[src/rtl/shift_add_multiplier.sv]
// Sequential unsigned WIDTH x WIDTH shift-and-add multiplier.
// One start launches one product; fixed latency, one-cycle done pulse.
module shift_add_multiplier #(
  parameter int WIDTH = 8
) (
  input  logic               clk,
  input  logic               rst,
  input  logic               start,
  input  logic [WIDTH-1:0]   inA,
  input  logic [WIDTH-1:0]   inB,
  output logic               ready,
  output logic               busy,
  output logic               done,
  output logic [2*WIDTH-1:0] product
);

  localparam int PW = 2 * WIDTH;
  localparam int CW = $clog2(WIDTH) + 1;
  localparam logic [CW-1:0] LAST = CW'(WIDTH - 1);

  typedef enum logic [1:0] {
    IDLE = 2'd0,
    CALC = 2'd1,
    DONE = 2'd2
  } state_t;

  state_t          state_q;
  logic [PW-1:0]   acc_q;
  logic [PW-1:0]   mcand_q;
  logic [WIDTH-1:0] mplr_q;
  logic [CW-1:0]   count_q;
  logic [PW-1:0]   product_q;

  logic [PW-1:0]   acc_d;
  logic [PW-1:0]   mcand_d;
  logic [WIDTH-1:0] mplr_d;
  logic [CW-1:0]   count_d;

  // Partial-product step: add the shifted multiplicand when the
  // current multiplier bit is set; the sum never exceeds 2*WIDTH bits.
  always_comb begin
    acc_d   = acc_q;
    if (mplr_q[0]) begin
      acc_d = acc_q + mcand_q;
    end
    mcand_d = mcand_q << 1;
    mplr_d  = mplr_q >> 1;
    count_d = count_q + CW'(1);
  end

  // Control FSM and datapath registers; reset aborts any operation.
  always_ff @(posedge clk) begin
    if (rst) begin
      state_q   <= IDLE;
      acc_q     <= '0;
      mcand_q   <= '0;
      mplr_q    <= '0;
      count_q   <= '0;
      product_q <= '0;
    end else begin
      unique case (state_q)
        IDLE: begin
          if (start) begin
            mcand_q <= {{WIDTH{1'b0}}, inA};
            mplr_q  <= inB;
            acc_q   <= '0;
            count_q <= '0;
            state_q <= CALC;
          end
        end
        CALC: begin
          acc_q   <= acc_d;
          mcand_q <= mcand_d;
          mplr_q  <= mplr_d;
          count_q <= count_d;
          if (count_q == LAST) begin
            product_q <= acc_d;
            state_q   <= DONE;
          end
        end
        DONE: begin
          state_q <= IDLE;
        end
        default: begin
          state_q <= IDLE;
        end
      endcase
    end
  end

  // Status flags are pure decodes of the state register.
  always_comb begin
    ready = (state_q == IDLE);
    busy  = (state_q == CALC) || (state_q == DONE);
    done  = (state_q == DONE);
  end

  assign product = product_q;

endmodule

[config.mk]
export PLATFORM = sky130hd
export DESIGN_NAME = shift_add_multiplier
export DESIGN_NICKNAME = d
export VERILOG_FILES = /design/src/rtl/shift_add_multiplier.sv
export SDC_FILE = /design/constraint.sdc
export NUM_CORES = 1
export LEC_CHECK = 0
export CAP_MARGIN = 10
export CORE_ASPECT_RATIO = 1.2
export CORE_UTILIZATION = 35
export CTS_CLUSTER_SIZE = 28
export DETAILED_ROUTE_END_ITERATION = 8
export DONT_BUFFER_PORTS = 1
export GPL_ROUTABILITY_DRIVEN = 1
export GPL_TIMING_DRIVEN = 0
export PLACE_DENSITY = 0.55
export SYNTH_ARGS = -nofsm -noshare
export SYNTH_HDL_FRONTEND = slang
export SYNTH_SLANG_ARGS = --single-unit
[constraint.sdc]
create_clock -name clk -period 2.9 [get_ports clk]
set_input_delay 0.58 -clock clk [delete_from_list [all_inputs] [get_ports clk]]
set_output_delay 0.58 -clock clk [all_outputs]
set_load 0.05 [all_outputs]
Yosys cells after proc, flatten, opt, wreduce, memory -nomap -nowiden
Index checks and enable logic that the tools add are counted.

storage, ports and cells
  register bits = 62
  bits of input ports = 19
  word-level logic and storage cells = 31

operators by class
  muxes and demuxes = 12
  add/subtract/negate cells = 2
  equality and inequality tests = 5
  reductions and logical operators = 6

operators by type and width
  kind                                            number
  one-hot mux 16 bit (2 select lines)             2
  two-way mux 16 bit                              3
  adder 16 bit                                    1
  one-hot mux 8 bit (2 select lines)              1
  two-way mux 8 bit                               1
  one-hot mux 4 bit (2 select lines)              1
  AND reduction 2 bit                             3
  adder 4 x 1 -> 4 bit (second input constant)    1
  == test 4 x 3 -> 1 bit (second input constant)  1
  two-way mux 2 bit                               2
  two-way mux 4 bit                               1
  != test 2 bit (second input constant)           2
  one-hot mux 2 bit (2 select lines)              1
  == test 2 x 1 -> 1 bit (second input constant)  1
  == test 2 bit (second input constant)           1
  zero test 2 bit                                 1
  nonzero test 2 bit                              1
  logical OR 1 bit                                1

Longest topological paths before layout
  depth after elaboration = 3
  gate-level depth with buffers = 9
  mapped depth without buffers = 9

Worst setup path before layout
No wires, ideal clock.

  kind = register -> register
  start = register acc_q[0]
  end = register product_q[14], in the netlist product[14]
  cell stages (with the launch flop) = 10
  data arrival time = 2,136 ps
  data required time = 2,830 ps
  period minus slack after synthesis = 2,206 ps
  library setup time = 70 ps
  slack = 694 ps
  path through = dfxtp_1 > ha_1 > fa_1 > a21oi_1 > o211a_1 > o21ai_2 > a21boi_1 > o31a_1 > mux2_1 > a21oi_1

on the way
  longest elaborated chain between the ends = 2

RTL lines
  element                 line  RTL
  start, declared         28    logic [PW-1:0] acc_q;
  start signal, assigned  55    acc_q <= '0;
  start signal, assigned  66    acc_q <= '0;
  start signal, assigned  72    acc_q <= acc_d;
  adder 16 bit            44    acc_d = acc_q + mcand_q;
  two-way mux 16 bit      43    if (mplr_q[0]) begin
  end signal, assigned    59    product_q <= '0;
  end signal, assigned    77    product_q <= acc_d;
  end, declared           32    logic [PW-1:0] product_q;

Every way passes these cells.
A chain may end at the register's enable or synchronous reset.

Final worst setup path
  start = register state_q[0]
  end = register acc_q[13]

on the way
  longest elaborated chain between the ends = 3

RTL lines
  element                                                               line  RTL
  start, declared                                                       27    state_t state_q;
  start signal, assigned                                                54    state_q <= IDLE;
  start signal, assigned                                                68    state_q <= CALC;
  start signal, assigned                                                78    state_q <= DONE;
  zero test 2 bit (*)                                                   n/a
  net ready                                                             11    output logic ready,
  != test 2 bit (no line) / nonzero test 2 bit (equally long branches)  n/a
  AND reduction 2 bit (no line)                                         n/a

The timed path passes the listed nets; every way through them passes the cells marked *.

==> impl_metrics.py <==
metrics = {
    "power_and_ir_drop": {
        "switching_power_uw": 610.3,
        "power.internal_mw": 1.700,
        "clock_power_share_pct": 47.3,
        "peakVddDrop_mv": 0.2707,
        "seq_power_share_pct": 39.6,
        "p_leak_nw": 1.468,
        "power_density_nw_per_um2": 590.6,
        "comb_power_share_pct": 13.1,
        "switching_share_pct": 26.42,
    },
    "hold_path": {
        "hold_path_end": "mplr_q[5]",
        "min_delay_path_depth": 2,
        "hold_start": "inB[5]",
        "hp-class": "in -> reg",
    },
    "floorplan": {
        "dieArea_um2": 10280,
        "start_util_pct": 36.13,
        "core_um2": 9564,
        "die_width_um": 92.71,
        "fp.dieH_um": 110.9,
        "num_io_pins": 38,
        "rows": 39,
    },
    "synth": {
        "synth_top_area_share_pct": 35.92,
        "netlist.top_cell.by_area": "dfxtp_1",
        "ys.flop_type": "dfxtp_1",
        "seq_area_frac_synth_pct": 35.92,
        "syn_area_um2": 3456,
        "synth_area_leaders": "dfxtp_1, ha_1, a21oi_1",
        "ys_ff_latch": 62,
        "synthMostInstantiatedCell": "dfxtp_1",
        "syn-num-nets": 438,
        "netlist_top_cells_count": "dfxtp_1, nor2_1, a21oi_1",
        "yosysWarnings": 0,
        "synth_area_per_cell_um2": 8.661,
        "syn_inst": 399,
        "synth_edf_count": 0,
        "yosysUniqueCellTypes": 55,
        "synth-async-reset-ratio_pct": 0,
    },
    "worst_setup_path": {
        "worstPathMaxFanout": 10,
        "reg2reg_to": "acc_q[13]",
        "reg2reg_depth": 8,
        "cp_cell_sequence": "inv_1, ha_1, nand2b_1, nand2_1, o21ai_0, clkbuf_1, a22oi_1, nor2_1",
        "critPathRequiredTime_ns": 3.16,
        "crit_family": "simple AND/OR/NAND/NOR gates",
        "setup.worst_path.end_class": "register",
        "criticalPathCategory": "reg -> reg",
        "r2r_start": "state_q[0]",
        "max_stage_delay_ns": 0.49,
        "start_kind": "register",
        "arrival_ns": 2.87,
        "crit_buf_inv": 2,
        "r2r_setup_slack_ns": 0.29,
        "cp_slowest_cell": "clkbuf_1",
    },
    "placement": {
        "hpwl_um": 6783,
        "gp_congestion": 0.8809,
        "numPortBuffers": 0,
        "placed_cells": 522,
    },
    "clock_network": {
        "clk_path_buf_depth": 2,
        "clock-root-buffer": "clkbuf_16",
        "post_cts_buffers": 0,
        "htreeDepth": 3,
        "cts_buffers": 9,
        "cts_resized": 0,
        "cts.sinks": 62,
        "cts_tree": "built",
        "clkTransAtPathRegs_ns": 0.06,
        "cts_hold_repair.buffers": 0,
        "clk_latency_ns": 0.33,
    },
    "timing": {
        "finalSetupTns_ns": 0,
        "grt_setup_unrepaired": "false",
        "clock_skew_ns": 0.008537,
        "max_freq_mhz": 383.4,
        "post-route-period-util_pct": 89.93,
        "layout_min_cycle_time_ns": 2.608,
        "setup_violations": 0,
        "tightest_slew_ns": 0.9348,
        "timing.slew.headroom_pct": 37.54,
        "maxSlewViolCount": 0,
        "hold_viol": 0,
    },
    "routing": {
        "ant_nets": 0,
        "via_per_inst": 5.613,
        "vias": 3020,
        "post-route-drc-count": 0,
        "drt-total-wl_um": 9278,
        "drtIter0Drc": 184,
        "wire_per_inst_um": 17.25,
        "first_pass_iters": 5,
    },
    "global_routing": {
        "grt_pass1_vias": 2962,
        "grt_first_pass_wirelength_um": 15120,
        "antenna_found_initial": 0,
        "grt_max_degree": 11,
        "track_usage_pct": 19.26,
        "grt_overflow": 0,
    },
    "run_status": {
        "status": "finished, final reports clean",
    },
    "final_layout": {
        "regArea_um2": 1241,
        "antenna_cells": 0,
        "multiInputGateArea_um2": 2053,
        "fin_util_pct": 40.89,
        "final_cells": 538,
        "nNetsFinal": 449,
        "synthToLayoutAreaGrowth_pct": 13.18,
        "drive_gt1_share_pct": 8.675,
        "nFillCells": 1000,
    },
    "job": {
        "maxCapViolCount": 0,
    },
}
per-stage QoR:
stage               cell area [um2]  worst slack [ns]  hold WS (ns)  power (mW)
finish                         3911            0.2920        0.4570       2.310
global route                   3911           0.03842        0.4565       2.414
CTS                            3911            0.2516        0.4432       2.327
detailed placement             3610            0.2774        0.5032       1.234
global placement               3610            0.3014        0.4884       1.230
floorplan                      3456            0.6943        0.4622       1.157
power by group through the flow:
| stage | clock, mW | combinational [mW] | sequential [mW] |
|---|---|---|---|
| after floorplan | 0 | 0.234 | 0.922 |
| after global placement | 0 | 0.298 | 0.932 |
| after detailed placement | 0 | 0.302 | 0.933 |
| after CTS | 1.11 | 0.303 | 0.915 |
| after global routing | 1.16 | 0.337 | 0.920 |
| final | 1.09 | 0.302 | 0.915 |
how the worst max path moves through the flow:
| stage | start | cells past startpoint | to | slack [ns] |
|---|---|---|---|---|
| 6_report | state_q[0] | 8 | acc_q[13] | 0.29 |
| 5_1_grt | state_q[0] | 8 | acc_q[13] | 0.04 |
| 4_1_cts | state_q[0] | 8 | acc_q[13] | 0.25 |
| 3_5_place_dp | state_q[0] | 8 | acc_q[9] | 0.28 |
| 3_3_place_gp | state_q[0] | 8 | acc_q[13] | 0.30 |
| 2_1_floorplan | acc_q[0] | 9 | product[14] | 0.69 |
layer usage:
layer | routed length [um] | vias up | GRT usage, % | part of all wire [%]
met4 | 142 | 0 | 6.564 | 1.5
met2 | 4604 | 64 | 32.44 | 50
met1 | 4116 | 1435 | 22.90 | 44
met5 | 0 | - | 0 | 0
met3 | 415 | 9 | 6.104 | 4.5
li1 | - | 1512 | - | -
cells by family after synthesis:
kind of cell / after synthesis / share of synthesized area (%)
buffers and inverters: 35 / 4.671
adder cells (fa/ha/maj): 20 / 7.458
flip-flops: 62 / 35.92
AO/OA/AOI/OAI: 143 / 28.17
AND/OR/NAND/NOR: 103 / 13.51
XOR/XNOR: 12 / 3.041
multiplexers: 24 / 7.241
flip-flops by register name (all words and copies together) (netlist names):
name and cells:
product 16, state_q 2, mplr_q 8, acc_q 16, count_q 4, mcand_q 16
cell type report:
cell class	count	share of cell area, %
multi-input cells	302	52.50
flip-flops and latches	62	31.73
clock buffers	12	6.558
well taps	123	3.935
plain buffers	24	3.071
clock inverters	4	1.152
inverters	11	1.056
placed cells by master (no fill, tap or decap), drive strengths merged, types with 7 or more instances in the layout:
master / synthesis / final
dfxtp: 62 / 62
nor2: 50 / 50
a21oi: 45 / 45
clkbuf: 15 / 27
nand2: 22 / 22
ha: 19 / 19
o21ai: 19 / 19
a211oi: 17 / 17
mux2i: 16 / 16
a22oi: 16 / 16
xnor2: 11 / 11
inv: 10 / 10
o22ai: 10 / 10
nor3: 10 / 10
mux2: 8 / 8
buf: 8 / 8
o221ai: 7 / 7
(Power assumes the default switching activity.)
